File: src/rtl/hex_display_ctrl.sv
// ---------------------------------------------------------------------------
// hex_display_ctrl
//   Register-mapped driver for up to eight active-low seven-segment digits.
//   A small bus writes a nibble per digit plus blank, blink and control
//   registers. The digit pattern is decoded and registered onto hex_out.
//
//   Register map (address):
//     0 VALUE : nibble k drives digit k
//     1 BLANK : bit k forces digit k dark
//     2 BLINK : bit k blinks digit k (reads 0 without the blink option)
//     3 CTRL  : bit0 EN, bit1 LZS (leading-zero suppression),
//               bit2 PHASE_RST (write-only strobe, reads 0)
//
//   Optional feature macro: HEX_DISPLAY_CTRL_BLINK_EN
//     defined   -> blink prescaler/phase and the BLINK register are built
//     undefined -> no prescaler, BLINK reads 0, PHASE_RST does nothing
//
//   Ports:
//     clk        in   single rising-edge clock
//     reset_n    in   asynchronous active-low reset
//     address    in   [1:0] register select
//     write      in   write strobe (one transfer per cycle)
//     writedata  in   [31:0] write data
//     read       in   read strobe
//     readdata   out  [31:0] registered read data, held between reads
//     hex_out    out  [7*NUM_DIGITS-1:0] segments, digit k at [7k+6:7k],
//                     bit0 = segment a ... bit6 = segment g, active-low
// ---------------------------------------------------------------------------
module hex_display_ctrl #(
  parameter int NUM_DIGITS = 8,
  parameter int BLINK_DIV  = 12500000
) (
  input  logic                    clk,
  input  logic                    reset_n,
  input  logic [1:0]              address,
  input  logic                    write,
  input  logic [31:0]             writedata,
  input  logic                    read,
  output logic [31:0]             readdata,
  output logic [7*NUM_DIGITS-1:0] hex_out
);

  localparam int VW = 4 * NUM_DIGITS;

  logic [VW-1:0]           value_reg;
  logic [NUM_DIGITS-1:0]   blank_reg;
  logic                    en_reg;
  logic                    lzs_reg;
  logic [NUM_DIGITS-1:0]   blink_rd;
  logic [NUM_DIGITS-1:0]   blink_dark;
  logic [NUM_DIGITS-1:0]   suppress;
  logic                    zero_run;
  logic [7*NUM_DIGITS-1:0] hex_next;
  logic [31:0]             rd_mux;

  logic wr_value;
  logic wr_blank;
  logic wr_ctrl;

  assign wr_value = write && (address == 2'd0);
  assign wr_blank = write && (address == 2'd1);
  assign wr_ctrl  = write && (address == 2'd3);

  // Active-low glyphs, segment a in bit 0.
  function automatic logic [6:0] seg_decode(input logic [3:0] nib);
    logic [6:0] seg;
    case (nib)
      4'h0: seg = 7'h40;
      4'h1: seg = 7'h79;
      4'h2: seg = 7'h24;
      4'h3: seg = 7'h30;
      4'h4: seg = 7'h19;
      4'h5: seg = 7'h12;
      4'h6: seg = 7'h02;
      4'h7: seg = 7'h78;
      4'h8: seg = 7'h00;
      4'h9: seg = 7'h10;
      4'hA: seg = 7'h08;
      4'hB: seg = 7'h03;
      4'hC: seg = 7'h46;
      4'hD: seg = 7'h21;
      4'hE: seg = 7'h06;
      default: seg = 7'h0E;
    endcase
    return seg;
  endfunction

  // -------------------------------------------------------------------------
  // Core registers. Unused upper writedata bits are simply not captured, so
  // they read back as zero.
  // -------------------------------------------------------------------------
  always_ff @(posedge clk or negedge reset_n) begin
    if (!reset_n) begin
      value_reg <= '0;
      blank_reg <= '0;
      en_reg    <= 1'b1;
      lzs_reg   <= 1'b0;
    end else begin
      if (wr_value) value_reg <= writedata[VW-1:0];
      if (wr_blank) blank_reg <= writedata[NUM_DIGITS-1:0];
      if (wr_ctrl) begin
        en_reg  <= writedata[0];
        lzs_reg <= writedata[1];
      end
    end
  end

`ifdef HEX_DISPLAY_CTRL_BLINK_EN
  // -------------------------------------------------------------------------
  // Blink prescaler: counts 0..BLINK_DIV-1 and toggles the phase on each
  // wrap. It free-runs regardless of EN so the blink cadence is not
  // disturbed by disabling the display. PHASE_RST restarts a full visible
  // half-period.
  // -------------------------------------------------------------------------
  localparam int CW = $clog2(BLINK_DIV);

  logic [NUM_DIGITS-1:0] blink_reg;
  logic [CW-1:0]         presc_reg;
  logic                  phase_reg;
  logic                  wr_blink;
  logic                  phase_rst;

  assign wr_blink  = write && (address == 2'd2);
  assign phase_rst = wr_ctrl && writedata[2];

  always_ff @(posedge clk or negedge reset_n) begin
    if (!reset_n) begin
      blink_reg <= '0;
    end else if (wr_blink) begin
      blink_reg <= writedata[NUM_DIGITS-1:0];
    end
  end

  always_ff @(posedge clk or negedge reset_n) begin
    if (!reset_n) begin
      presc_reg <= '0;
      phase_reg <= 1'b0;
    end else if (phase_rst) begin
      presc_reg <= '0;
      phase_reg <= 1'b0;
    end else if (presc_reg == CW'(BLINK_DIV - 1)) begin
      presc_reg <= '0;
      phase_reg <= ~phase_reg;
    end else begin
      presc_reg <= presc_reg + 1'b1;
    end
  end

  assign blink_rd   = blink_reg;
  assign blink_dark = blink_reg & {NUM_DIGITS{phase_reg}};
`else
  // Without the blink option nothing depends on BLINK_DIV; this empty
  // block only keeps the parameter referenced.
  if (BLINK_DIV < 2) begin : g_blink_div_unused
  end

  assign blink_rd   = '0;
  assign blink_dark = '0;
`endif

  // -------------------------------------------------------------------------
  // Read path. The mux sees register contents before any same-cycle write,
  // so a simultaneous read/write returns the old value.
  // -------------------------------------------------------------------------
  always_comb begin
    rd_mux = '0;
    case (address)
      2'd0:    rd_mux[VW-1:0]         = value_reg;
      2'd1:    rd_mux[NUM_DIGITS-1:0] = blank_reg;
      2'd2:    rd_mux[NUM_DIGITS-1:0] = blink_rd;
      default: rd_mux[1:0]            = {lzs_reg, en_reg};
    endcase
  end

  always_ff @(posedge clk or negedge reset_n) begin
    if (!reset_n) begin
      readdata <= '0;
    end else if (read) begin
      readdata <= rd_mux;
    end
  end

  // -------------------------------------------------------------------------
  // Leading-zero suppression: walking down from the top digit, a digit is
  // suppressed while it and every digit above it hold zero. Digit 0 always
  // shows so a zero value still displays "0".
  // -------------------------------------------------------------------------
  always_comb begin
    suppress = '0;
    zero_run = 1'b1;
    for (int k = NUM_DIGITS - 1; k >= 0; k--) begin
      zero_run    = zero_run && (value_reg[4*k +: 4] == 4'h0);
      suppress[k] = lzs_reg && zero_run && (k != 0);
    end
  end

  // Per-digit decode; any dark reason overrides the glyph, so BLANK wins
  // over blink automatically.
  for (genvar gi = 0; gi < NUM_DIGITS; gi++) begin : g_digit
    logic       dark;
    logic [3:0] nib;
    assign nib  = value_reg[4*gi +: 4];
    assign dark = !en_reg || blank_reg[gi] || suppress[gi] || blink_dark[gi];
    assign hex_next[7*gi +: 7] = dark ? 7'h7F : seg_decode(nib);
  end

  always_ff @(posedge clk or negedge reset_n) begin
    if (!reset_n) begin
      hex_out <= '1;
    end else begin
      hex_out <= hex_next;
    end
  end

endmodule

File: config.mk
export PLATFORM = sky130hd
export DESIGN_NAME = hex_display_ctrl
export DESIGN_NICKNAME = d
export VERILOG_FILES = /design/src/rtl/hex_display_ctrl.sv
export SDC_FILE = /design/constraint.sdc
export NUM_CORES = 1
export LEC_CHECK = 0
export ABC_AREA = 1
export CAP_MARGIN = 20
export CORE_MARGIN = 5
export CORE_UTILIZATION = 36
export CTS_BUF_LIST = sky130_fd_sc_hd__clkbuf_2
export DETAILED_ROUTE_END_ITERATION = 12
export SLEW_MARGIN = 20
export SYNTH_ARGS = -nofsm -noshare
export SYNTH_HDL_FRONTEND = slang
export SYNTH_SLANG_ARGS = --single-unit
File: constraint.sdc
create_clock -name clk -period 2.2 [get_ports clk]
set_input_delay 0.44 -clock clk [delete_from_list [all_inputs] [get_ports clk]]
set_output_delay 0.44 -clock clk [all_outputs]
set_load 0.02 [all_outputs]
==> summary.md, run 1 <==
| Metric | Value |
|---|---|
| Average detailed-routed wire length per instance | 14.5 um |
| Delay contributed by the slowest stage of the critical path | 0.57 ns |
| Area delta synth->final | 24.6% |
| Post-synth top flop | sky130_fd_sc_hd__dfrtp_1 |
| Top cells by area, synth | sky130_fd_sc_hd__dfrtp_1 28%, sky130_fd_sc_hd__dfstp_2 23%, sky130_fd_sc_hd__ha_1 7.9%, sky130_fd_sc_hd__nand3_1 6.0%, sky130_fd_sc_hd__o21ai_0 5.9% |
| CP cell instances | dlygate4sd2_1 |
| Chip height | 146 um |
| Number of levels the H-tree was split into | 4 |
| Antenna violations before repair | 1 |
| Total global routing track utilization | 0.154 |
| Sequential-to-total area share from yosys stat | 0.502 |
| Maximum root-to-sink buffer count | 2 |
| I/O pin count | around 130 |
| Worst Tran Pin Value | 0.559 ns |
| Fin Setup TNS | 0 ns |
| Tcrit/Tclk final | 0.916 |
| GRT overflow | 0 |
| Max cap viols | 0 |
| Number of vias after detailed routing | around 5400 |
| Cts bufs inserted | 17 |
| Max Clock Skew | 0.0284 ns |
| Endpoint of the most critical register-to-register path | hex_out[39]$_DFF_PN1_ |
| Most area-hungry cell type in the Yosys netlist | sky130_fd_sc_hd__dfrtp_1 |
| Post-Route Utilization | 0.458 |
| Layout Nets | between 900 and 1000 |
| Final critical path time including I/O delays and setup | 2.02 ns |
| Type of the worst min-delay path | in2reg |
| Number of failing setup endpoints in the final timing report | 0 |
| Clock insertion delay at the later pin of the skew report | 0.69 ns |
| Initial cell density of the core | 0.368 |
| Placed wire-length estimate after detailed placement | 11.9 mm |
| Worst Setup End Kind | output pin |
| Slowest library cell on the worst path | sky130_fd_sc_hd__dfstp_2 |
| Horizontal die dimension | 146 um |
| DRT Pass-1 Iters | 5 |
| Clock root cell | sky130_fd_sc_hd__clkbuf_2 |
| Total chip power | about 6400 uW |
| First-pass GRT wire length | 26.8 mm |
| CP delay by family, top | flip-flops |
| Worst reg2reg path startpoint | value_reg[24]$_DFFE_PN0P_ |
| Share of synthesized registers carrying an async set or reset | 1.00 |
| Clock tree from TritonCTS | built |
| Critical Path Start Type | flip-flop |
| Residual antenna-violating net count after detailed routing | 0 |
| Clk slew on worst S/H paths | 0.19 ns |
| Highest-count cells in the layout ignoring fill and taps | 97 x sky130_fd_sc_hd__nand2_1, 88 x sky130_fd_sc_hd__dlygate4sd2_1, 87 x sky130_fd_sc_hd__inv_1 |
| Most common library cell in the layout ignoring fill and taps | sky130_fd_sc_hd__nand2_1 |
| Starting DRC count in detailed routing | 395 |
| Overall routed net length | between 15 and 20 mm |
| Hold-critical path depth | 3 |
| Number of global-route vias before repair | 5229 |
| Final hold violations | 0 |
| Cell area after synthesis | 6630 um2 |
| Worst path depth | 1 |
| Core Rows | 49 |
| Number of flip-flops in the largest register | 56 |
| Critical path class | reg2out |
| Total core area | 18000 um2 |
| Portion of synthesized cell area occupied by the leading cell type | 0.276 |
| Cells after Synth | ~740 |
| Post-synthesis cell type count | 38 |
| Number of flops mapped to enable cells by yosys | 0 |
| Leak Pwr | 0.00371 uW |
| RSZ-0062 raised after global routing | false |
| Outcome | completed |
| Critical path destination | hex_out[2] |
| Area of the die | 21200 um2 |
| Length in cells of the worst reg-to-reg path | 7 |
| Placer Congestion | ~0.86 |
| Register-to-register setup slack | 0.43 ns |
| Power per standard cell area | just under 800 nW/um2 |
| Max-slew violations | 0 |
| Clk sink count | 130 |
| Remaining DRCs | 0 |
| Synth Area per Inst | 8.92 um2 |
| Worst setup startpoint | hex_out[2]$_DFF_PN1_ |
| Worst slew margin relative to its limit | 0.626 |
| Largest net degree at the start of global routing | 66 |
| Warnings from Yosys | 0 |
| Critical path data required time | 1.76 ns |
| Peak supply drop | 0.340 mV |
| Critical path peak fanout | 1 |
| Post-CTS setup buffers | 0 |
| I/O Buffers | 125 |
| Synth Net Count | 823 |
| WP data arrival | roughly 1.6 ns |
| Number of buffer and inverter stages on the critical path | 1 |
| Number of synthesized register bits | 130 |
| Ratio of cells with drive above 1 in the final layout | 0.146 |
| Max frequency | 496 MHz |
| Vias per inst | 4.87 |
[routing by layer]
layer / up-vias / part of all wire / track usage
met1: 2548 / 0.46 / 0.206
met3: 8 / 0.046 / 0.0386
met5: - / 0 / 0
met2: 141 / 0.48 / 0.248
li1: 2726 / - / -
met4: 0 / 0.0094 / 0.0415
[kinds of logic after synthesis]
logic type,share of synthesized area
fa+ha+maj,0.0793
compound gates,0.138
simple gates,0.203
flops,0.502
buf+inv,0.0782
[report_power, final]
| group | total [uW] | internal (uW) | switching [uW] |
|---|---|---|---|
| logic | 1890 | 709 | 1180 |
| registers | 3170 | 2850 | 320 |
| clock network | 1390 | 516 | 872 |
[what timing repair did]
item	in CTS	in global routing
endpoints found under the hold margin	111	0
hold buffers	1	0
endpoints found under the setup margin	88	0
gates resized for setup	88	0
[synthesized netlist by cell type (5+ instances only)]
cell type	n
sky130_fd_sc_hd__a21oi_1	46
sky130_fd_sc_hd__nand2_1	97
sky130_fd_sc_hd__dfstp_2	57
sky130_fd_sc_hd__nand4_1	7
sky130_fd_sc_hd__nor3_1	6
sky130_fd_sc_hd__nor2_4	5
sky130_fd_sc_hd__o2111ai_1	5
sky130_fd_sc_hd__dfrtp_1	73
sky130_fd_sc_hd__inv_2	6
sky130_fd_sc_hd__inv_1	87
sky130_fd_sc_hd__clkbuf_1	12
sky130_fd_sc_hd__o211ai_1	5
sky130_fd_sc_hd__nor2_1	68
sky130_fd_sc_hd__o22ai_1	6
sky130_fd_sc_hd__ha_1	42
sky130_fd_sc_hd__o21ai_0	78
sky130_fd_sc_hd__buf_2	15
sky130_fd_sc_hd__a31oi_1	12
sky130_fd_sc_hd__nand3_1	80
[per-stage QoR]
stage          cells  setup WS (ns)  hold slack [ns]  area [um2]
6_report        1113          0.185            0.220        8260
5_1_grt         1113         0.0169            0.138        8260
4_1_cts         1112         0.0736            0.113        8260
3_5_place_dp    1079          0.315            0.436        8140
3_3_place_gp    1079          0.353            0.438        8140
2_1_floorplan    743          0.763            0.144        6630
[cell type report]
cell class	count	area [um2]
clock inverters	12	116
diodes	1	2.50
fillers	1824	9770
inverters	95	357
well taps	229	287
repair buffers	140	1290
clock buffers	20	100
multi-input cells	486	2790
flip-flops and latches	130	3320
[how the worst min path moves through the flow]
| stage | slack (ns) | startpoint | end |
|---|---|---|---|
| after floorplan | 0.14 | reset_n | blank_reg[0]$_DFFE_PN0P_ |
| after global placement | 0.44 | reset_n | hex_out[26]$_DFF_PN1_ |
| after detailed placement | 0.44 | reset_n | hex_out[26]$_DFF_PN1_ |
| after CTS | 0.11 | read | readdata[7]$_DFFE_PN0P_ |
| after global routing | 0.14 | read | readdata[5]$_DFFE_PN0P_ |
| final | 0.22 | read | readdata[7]$_DFFE_PN0P_ |
Note: power is estimated with default switching activity, not from simulation.
==> inputs of run 2 (changes only) <==
Settings changed: ABC_AREA 1 to default.
==> run 2 against run 1 <==
  * Global-route usage grew 0.75 points
  * Count of clock-buffer cells in the layout grew 4
  * Wire length fell by 0.43%
  * Cell area decreased by 1.2%
  * Critical path type is now reg2reg
==> summary.md, run 2 <==
| Metric | Value |
|---|---|
| Cell count after placement | 919 (was 1079) |
| Clock root cell | sky130_fd_sc_hd__clkbuf_2 (unchanged) |
| Overall routed net length | 16.1 mm (about the same) |
| Leak Pwr | 0.00353 uW (was 0.00371 uW) |
| I/O pin count | 126 (unchanged) |
| Portion of synthesized cell area occupied by the leading cell type | 0.280 (was 0.276) |
| Type of the worst min-delay path | in2async (was in2reg) |
| Switching power as a share of total power | 0.371 (was 0.367) |
| Remaining DRCs | 0 (unchanged) |
| Tcrit/Tclk final | 0.931 (was 0.916) |
| Gate power share | 0.333 (was 0.293) |
| Placed wire-length estimate after detailed placement | 11.6 mm (was 11.9 mm) |
| First-pass GRT wire length | 26.2 mm (was 26.8 mm) |
| Placer Congestion | 0.895 (was 0.856) |
| Power per standard cell area | 816 nW/um2 (was 781 nW/um2) |
| Core Rows | 49 (unchanged) |
| Number of vias after detailed routing | 4797 (was 5423) |
| Post-synth top cells | 73 x sky130_fd_sc_hd__dfrtp_1, 71 x sky130_fd_sc_hd__nand2_1, 57 x sky130_fd_sc_hd__dfstp_2 (was 97 x sky130_fd_sc_hd__nand2_1, 87 x sky130_fd_sc_hd__inv_1, 80 x sky130_fd_sc_hd__nand3_1) |
| Ratio of cells with drive above 1 in the final layout | 0.209 (was 0.146) |
| Starting DRC count in detailed routing | 342 (was 395) |
| Layout filler cell count | 1712 (was 1824) |
| Sw power | 2470 uW (was 2370 uW) |
| Initial cell density of the core | 0.365 (was 0.368) |
| Most area-hungry cell type in the Yosys netlist | sky130_fd_sc_hd__dfrtp_1 (unchanged) |
| DRT Pass-1 Iters | 4 (was 5) |
| Clk slew on worst S/H paths | 0.19 ns (about the same) |
| Worst Setup End Kind | flip-flop (was output pin) |
| Cell area after synthesis | 6530 um2 (was 6630 um2) |
| Final hold violations | 0 (unchanged) |
| Register-to-register setup slack | 0.15 ns (was 0.43 ns) |
| Number of levels the H-tree was split into | 4 (unchanged) |
| RSZ-0062 raised after global routing | false (unchanged) |
| Endpoint of the most critical register-to-register path | hex_out[40]$_DFF_PN1_ (was hex_out[39]$_DFF_PN1_) |
| Average detailed-routed wire length per instance | 16.9 um (was 14.5 um) |
| Most used standard cell by instance count after synthesis | sky130_fd_sc_hd__dfrtp_1 (was sky130_fd_sc_hd__nand2_1) |
| I/O Buffers | 125 (unchanged) |
| Cts bufs inserted | 17 (unchanged) |
| Clock tree from TritonCTS | built (unchanged) |
| Vias per inst | 5.03 (was 4.87) |
| Max Clock Skew | 0.0378 ns (was 0.0284 ns) |
| Clock insertion delay at the later pin of the skew report | 0.70 ns (was 0.69 ns) |
| Cells after Synth | 584 (was 743) |
| Share of synthesized registers carrying an async set or reset | 1.00 (unchanged) |
| Worst setup startpoint | value_reg[20]$_DFFE_PN0P_ (was hex_out[2]$_DFF_PN1_) |
| Warnings from Yosys | 0 (unchanged) |
| Peak supply drop | 0.363 mV (was 0.340 mV) |
| Maximum root-to-sink buffer count | 2 (unchanged) |
| Total core area | 17900 um2 (was 18000 um2) |
| Number of synthesized register bits | 130 (unchanged) |
| Register cell area after layout | 3320 um2 (unchanged) |
| Outcome | completed (unchanged) |
| Max-slew violations | 0 (unchanged) |
| Critical path class | reg2reg (was reg2out) |
| Critical path peak fanout | 7 (was 1) |
| Fin Setup TNS | 0 ns (unchanged) |
| Horizontal die dimension | 145 um (was 146 um) |
| Post-route insts no fill | 953 (was 1113) |
| Clk sink count | 130 (unchanged) |
| Critical Path Start Type | flip-flop (unchanged) |
| Worst reg2reg path startpoint | value_reg[20]$_DFFE_PN0P_ (was value_reg[24]$_DFFE_PN0P_) |
| Synth Net Count | 664 (was 823) |
| GRT Max-Usage Layer | met2 (unchanged) |
| Top cells by area, synth | sky130_fd_sc_hd__dfrtp_1 28%, sky130_fd_sc_hd__dfstp_2 23%, sky130_fd_sc_hd__ha_1 8.0%, sky130_fd_sc_hd__nand2_1 4.1%, sky130_fd_sc_hd__o211ai_1 3.4% (was sky130_fd_sc_hd__dfrtp_1 28%, sky130_fd_sc_hd__dfstp_2 23%, sky130_fd_sc_hd__ha_1 7.9%, sky130_fd_sc_hd__nand3_1 6.0%, sky130_fd_sc_hd__o21ai_0 5.9%) |
| Met1 Use GR | 0.217 (was 0.206) |
| Antenna violations before repair | 1 (unchanged) |
| Synth Area per Inst | 11.2 um2 (was 8.92 um2) |
| Number of flip-flops in the largest register | 56 (unchanged) |
| Largest net degree at the start of global routing | 45 (was 66) |
| Total internal power | 4180 uW (was 4080 uW) |
| Global routing met3 resource utilization | 0.0427 (was 0.0386) |
| Number of flops mapped to enable cells by yosys | 0 (unchanged) |
| Highest-count cells in the layout ignoring fill and taps | 88 x sky130_fd_sc_hd__dlygate4sd2_1, 73 x sky130_fd_sc_hd__dfrtp_1, 71 x sky130_fd_sc_hd__nand2_1 (was 97 x sky130_fd_sc_hd__nand2_1, 88 x sky130_fd_sc_hd__dlygate4sd2_1, 87 x sky130_fd_sc_hd__inv_1) |
| Residual antenna-violating net count after detailed routing | 0 (unchanged) |
| Routing usage on met2 | 0.256 (was 0.248) |
| Final critical path time including I/O delays and setup | 2.05 ns (was 2.02 ns) |
| Most common library cell in the layout ignoring fill and taps | sky130_fd_sc_hd__dlygate4sd2_1 (was sky130_fd_sc_hd__nand2_1) |
| Max frequency | 488 MHz (was 496 MHz) |
| Total area of multi-input combinational cells | 2940 um2 (was 2790 um2) |
| WP data arrival | 2.63 ns (was 1.58 ns) |
| Critical path data required time | 2.78 ns (was 1.76 ns) |
| Sequential-to-total area share from yosys stat | 0.509 (was 0.502) |
| Worst slew margin relative to its limit | 0.628 (was 0.626) |
| Area of the die | 20900 um2 (was 21200 um2) |
| Post-CTS setup buffers | 0 (unchanged) |
| Max cap viols | 0 (unchanged) |
| Area delta synth->final | 24.9% (was 24.6%) |
| Post-synth top flop | sky130_fd_sc_hd__dfrtp_1 (unchanged) |
| Length in cells of the worst reg-to-reg path | 6 (was 7) |
| Chip height | 145 um (was 146 um) |
| Proportion of power drawn by the clock network | 0.173 (was 0.215) |
| Layout Nets | 790 (was 950) |
| Post-synthesis cell type count | 48 (was 38) |
| Number of failing setup endpoints in the final timing report | 0 (unchanged) |
| Total global routing track utilization | 0.161 (was 0.154) |
| Number of global-route vias before repair | 4919 (was 5229) |
| Sequential fraction of design power | 0.495 (was 0.492) |
| Worst Tran Pin Value | 0.558 ns (was 0.559 ns) |
| GRT overflow | 0 (unchanged) |
run 2: changes by cell type after synthesis, moves of 13 or more:
cell	before	now
sky130_fd_sc_hd__o211ai_1	5	30
sky130_fd_sc_hd__nand2b_1	0	16
sky130_fd_sc_hd__nand3_1	80	19
sky130_fd_sc_hd__mux2_2	0	18
sky130_fd_sc_hd__a22o_1	0	24
sky130_fd_sc_hd__mux2i_1	0	13
sky130_fd_sc_hd__o21ai_0	78	40
sky130_fd_sc_hd__inv_1	87	25
sky130_fd_sc_hd__nand2_1	97	71
sky130_fd_sc_hd__nor2_1	68	20
sky130_fd_sc_hd__a21oi_1	46	14
run 2: power groups by stage:
stage / clock [uW] / combinational (uW) / sequential [uW]
finish: 1150 / 2210 / 3290
global route: 1320 / 2440 / 3360
CTS: 1230 / 2240 / 3300
detailed placement: 0 / 2410 / 3350
global placement: 0 / 2370 / 3330
floorplan: 0 / 1200 / 3550
run 2: final cells by class:
| type | instances | share of cell area |
|---|---|---|
| multi-input cells | 391 | 0.360 |
| diodes | 1 | 0.000307 |
| repair buffers | 144 | 0.165 |
| clock buffers | 24 | 0.0147 |
| clock inverters | 8 | 0.00506 |
| well taps | 229 | 0.0351 |
| flip-flops and latches | 130 | 0.408 |
| inverters | 26 | 0.0120 |
run 2: per-stage QoR:
stage               hold slack, ns  worst slack [ns]   util  area (um2)  total power [uW]
detailed placement           0.441             0.184  0.452        8090              5760
CTS                          0.141            0.0677  0.455        8150              6770
floorplan                    0.144             0.494      -        6530              4750
global placement             0.435             0.248  0.452        8090              5700
global route                 0.161            0.0171  0.456        8160              7130
finish                       0.228             0.152  0.456        8160              6650
run 2: cell families (layout without fill, tap and decap cells):
family                   after synthesis  after routing  synth area share
AO/OA/AOI/OAI                        156            156             0.174
adder cells (fa/ha/maj)               42             42            0.0805
buffers and inverters                 63            202            0.0425
flip-flops                           130            130             0.509
multiplexers                          42             42            0.0774
other                                  0              1                 0
AND/OR/NAND/NOR                      151            151             0.116
run 2: how the worst max path moves through the flow:
stage	to	slack, ns	cells after the start
2_1_floorplan	hex_out[16]$_DFF_PN1_	0.49	6
3_3_place_gp	blank_reg[3]$_DFFE_PN0P_	0.25	4
3_5_place_dp	hex_out[40]$_DFF_PN1_	0.18	6
4_1_cts	hex_out[10]	0.07	1
5_1_grt	hex_out[10]	0.02	1
6_report	hex_out[40]$_DFF_PN1_	0.15	6
run 2: critical path, cell delays in order, from the launching register on:
cell,delay [ns]
sky130_fd_sc_hd__dfrtp_1,0.51
sky130_fd_sc_hd__inv_1,0.13
sky130_fd_sc_hd__ha_1,0.28
sky130_fd_sc_hd__nor4bb_1,0.17
sky130_fd_sc_hd__and4_4,0.25
sky130_fd_sc_hd__nor3_2,0.40
sky130_fd_sc_hd__o211ai_1,0.20
run 2: repair_timing:
item | CTS | global route
endpoints found under the setup margin | 88 | 0
hold endpoints to repair | 46 | 0
hold buffers | 1 | 0
gates resized for setup | 88 | 0
run 2: routing by layer:
| layer | share of wire | wire [um] |
|---|---|---|
| met5 | 0 | 0 |
| met3 | 0.048 | 770 |
| met4 | 0.012 | 196 |
| met2 | 0.48 | 7770 |
| met1 | 0.46 | 7330 |
==> inputs of run 3 (changes only) <==
Settings changed: CORE_MARGIN 5 to 1.5.
==> run 3 against run 2 <==
  * Critical path type unchanged
  * Highest routed layer unchanged
  * Cell count unchanged
  * Largest cell class unchanged
  * Die area shrank 9.4%
  * Sequential power barely moved
  * Fmax rose by 0.42%
==> summary.md, run 3 (synthesis gave the netlist of run 2 again) <==
| Metric | Value |
|---|---|
| Outcome | completed (unchanged) |
| Fin Setup TNS | 0 ns (unchanged) |
| Max cap viols | 0 (unchanged) |
| Tcrit/Tclk final | 0.927 (was 0.931) |
| Number of global-route vias before repair | 4714 (was 4919) |
| Vias per inst | 5.03 (about the same) |
| Endpoint of the most critical register-to-register path | hex_out[19]$_DFF_PN1_ (was hex_out[40]$_DFF_PN1_) |
| Number of flip-flops in the largest register | 56 (unchanged) |
| Starting DRC count in detailed routing | 230 (was 342) |
| Ratio of cells with drive above 1 in the final layout | 0.204 (was 0.209) |
| DRT Pass-1 Iters | 4 (unchanged) |
| Final hold violations | 0 (unchanged) |
| Clock root cell | sky130_fd_sc_hd__clkbuf_2 (unchanged) |
| Post-detailed-placement cell area | 8080 um2 (was 8090 um2) |
| Area delta synth->final | 25.2% (was 24.9%) |
| Clock tree from TritonCTS | built (unchanged) |
| Critical path data required time | 2.82 ns (was 2.78 ns) |
| Max Clock Skew | 0.0434 ns (was 0.0378 ns) |
| Critical Path Start Type | flip-flop (unchanged) |
| First-pass GRT wire length | 24.8 mm (was 26.2 mm) |
| Total core area | 17900 um2 (unchanged) |
| Clock insertion delay at the later pin of the skew report | 0.73 ns (was 0.70 ns) |
| Register-to-register setup slack | 0.16 ns (was 0.15 ns) |
| Layout Nets | 789 (was 790) |
| Core Rows | 49 (unchanged) |
| Chip height | 138 um (was 145 um) |
| Slowest library cell on the worst path | sky130_fd_sc_hd__dfrtp_1 (unchanged) |
| Critical path peak fanout | 7 (unchanged) |
| Setup slack after placement | 0.140 ns (was 0.184 ns) |
| Type of the worst min-delay path | in2async (unchanged) |
| Average detailed-routed wire length per instance | 16.2 um (was 16.9 um) |
| Antenna violations before repair | 1 (unchanged) |
| Worst reg2reg path startpoint | value_reg[17]$_DFFE_PN0P_ (was value_reg[20]$_DFFE_PN0P_) |
| WP data arrival | 2.66 ns (was 2.63 ns) |
| Highest-count cells in the layout ignoring fill and taps | 79 x sky130_fd_sc_hd__dlygate4sd2_1, 73 x sky130_fd_sc_hd__dfrtp_1, 71 x sky130_fd_sc_hd__nand2_1 (was 88 x sky130_fd_sc_hd__dlygate4sd2_1, 73 x sky130_fd_sc_hd__dfrtp_1, 71 x sky130_fd_sc_hd__nand2_1) |
| Worst Setup End Kind | flip-flop (unchanged) |
| Remaining DRCs | 0 (unchanged) |
| Length in cells of the worst reg-to-reg path | 6 (unchanged) |
| Power per standard cell area | 824 nW/um2 (was 816 nW/um2) |
| Number of vias after detailed routing | 4796 (was 4797) |
| I/O Buffers | 125 (unchanged) |
| Placer Congestion | 0.827 (was 0.895) |
| GRT overflow | 0 (unchanged) |
| Area of all placed cells without fillers | 8180 um2 (was 8160 um2) |
| Post-Route Utilization | 0.457 (was 0.456) |
| Initial cell density of the core | 0.365 (unchanged) |
| Most common library cell in the layout ignoring fill and taps | sky130_fd_sc_hd__dlygate4sd2_1 (unchanged) |
| Worst Tran Pin Value | 0.519 ns (was 0.558 ns) |
| Clk sink count | 130 (unchanged) |
| RSZ-0062 raised after global routing | false (unchanged) |
| Residual antenna-violating net count after detailed routing | 0 (unchanged) |
| Worst slew margin relative to its limit | 0.654 (was 0.628) |
| Worst path setup slack after routing | 0.161 ns (was 0.152 ns) |
| Delay contributed by the slowest stage of the critical path | 0.51 ns (about the same) |
| Clk slew on worst S/H paths | 0.20 ns (was 0.19 ns) |
| Worst setup startpoint | value_reg[17]$_DFFE_PN0P_ (was value_reg[20]$_DFFE_PN0P_) |
| Largest net degree at the start of global routing | 70 (was 45) |
| Post-CTS setup buffers | 0 (unchanged) |
| Critical path class | reg2reg (unchanged) |
| Max-slew violations | 0 (unchanged) |
| Total chip power | 6740 uW (was 6650 uW) |
| Placed wire-length estimate after detailed placement | 10.9 mm (was 11.6 mm) |
| Final critical path time including I/O delays and setup | 2.04 ns (was 2.05 ns) |
| Maximum root-to-sink buffer count | 2 (unchanged) |
| Peak supply drop | 0.357 mV (was 0.363 mV) |
| Leak Pwr | 0.00354 uW (was 0.00353 uW) |
| Area of the die | 19000 um2 (was 20900 um2) |
| Number of failing setup endpoints in the final timing report | 0 (unchanged) |
| Horizontal die dimension | 138 um (was 145 um) |
| Max frequency | 490 MHz (was 488 MHz) |
| CP cell instances | inv_1 > ha_1 > nor3b_2 > and3_4 > a311oi_4 > o211ai_2 (was inv_1 > ha_1 > nor4bb_1 > and4_4 > nor3_2 > o211ai_1) |
| Cts bufs inserted | 17 (unchanged) |
| Total global routing track utilization | 0.173 (was 0.161) |
| I/O pin count | 126 (unchanged) |
| Number of levels the H-tree was split into | 4 (unchanged) |
| Overall routed net length | 15.4 mm (was 16.1 mm) |
## run 3: layout make-up
type	instances	area (um2)
multi-input cells	391	2940
fillers	1709	9720
inverters	26	97.6
clock inverters	11	73.8
repair buffers	143	1350
diodes	2	5.00
flip-flops and latches	130	3320
well taps	229	287
clock buffers	21	105
## run 3: report_power, final
group | leakage, uW | switching (uW) | internal, uW
registers | 0.00152 | 347 | 2930
clock network | 0.000120 | 831 | 395
logic | 0.00190 | 1280 | 955
total | 0.00354 | 2460 | 4280
## run 3: critical path, delay by kind of cell (launching register included)
family | cells | cell delay [ns]
AOI/OAI and AO/OA | 2 | 0.60
adders and majority gates | 1 | 0.25
DFF | 1 | 0.51
buffers and inverters | 1 | 0.11
and+or+nand+nor | 2 | 0.44
## run 3: worst max path at each step
stage / depth (start not counted) / endpoint / slack (ns)
2_1_floorplan: 6 / hex_out[16]$_DFF_PN1_ / 0.49
3_3_place_gp: 5 / value_reg[31]$_DFFE_PN0P_ / 0.22
3_5_place_dp: 4 / blank_reg[6]$_DFFE_PN0P_ / 0.14
4_1_cts: 1 / hex_out[30] / 0.009
5_1_grt: 1 / hex_out[13] / 0.002
6_report: 6 / hex_out[19]$_DFF_PN1_ / 0.16
## run 3: metal layers
metal / wire, um / part of all wire / GRT usage / vias up
li1: - / - / - / 2326
met1: 7340 / 0.48 / 0.238 / 2338
met2: 7220 / 0.47 / 0.264 / 114
met3: 682 / 0.044 / 0.0460 / 18
met4: 204 / 0.013 / 0.0579 / 0
met5: 0 / 0 / 0 / -
## run 3: stage by stage
step	hold WS, ns	cells
final	0.232	953
after CTS	0.129	951
after global placement	0.426	918
after floorplan	0.144	584
after detailed placement	0.427	918
after global routing	0.120	953
## run 3: timing repair
action / in CTS / in global routing
endpoints found under the setup margin: 88 / 11
pin swaps: 0 / 0
hold buffers: 1 / 0
gates resized for setup: 88 / 11
gates cloned: 0 / 0
hold endpoints to repair: 130 / 0
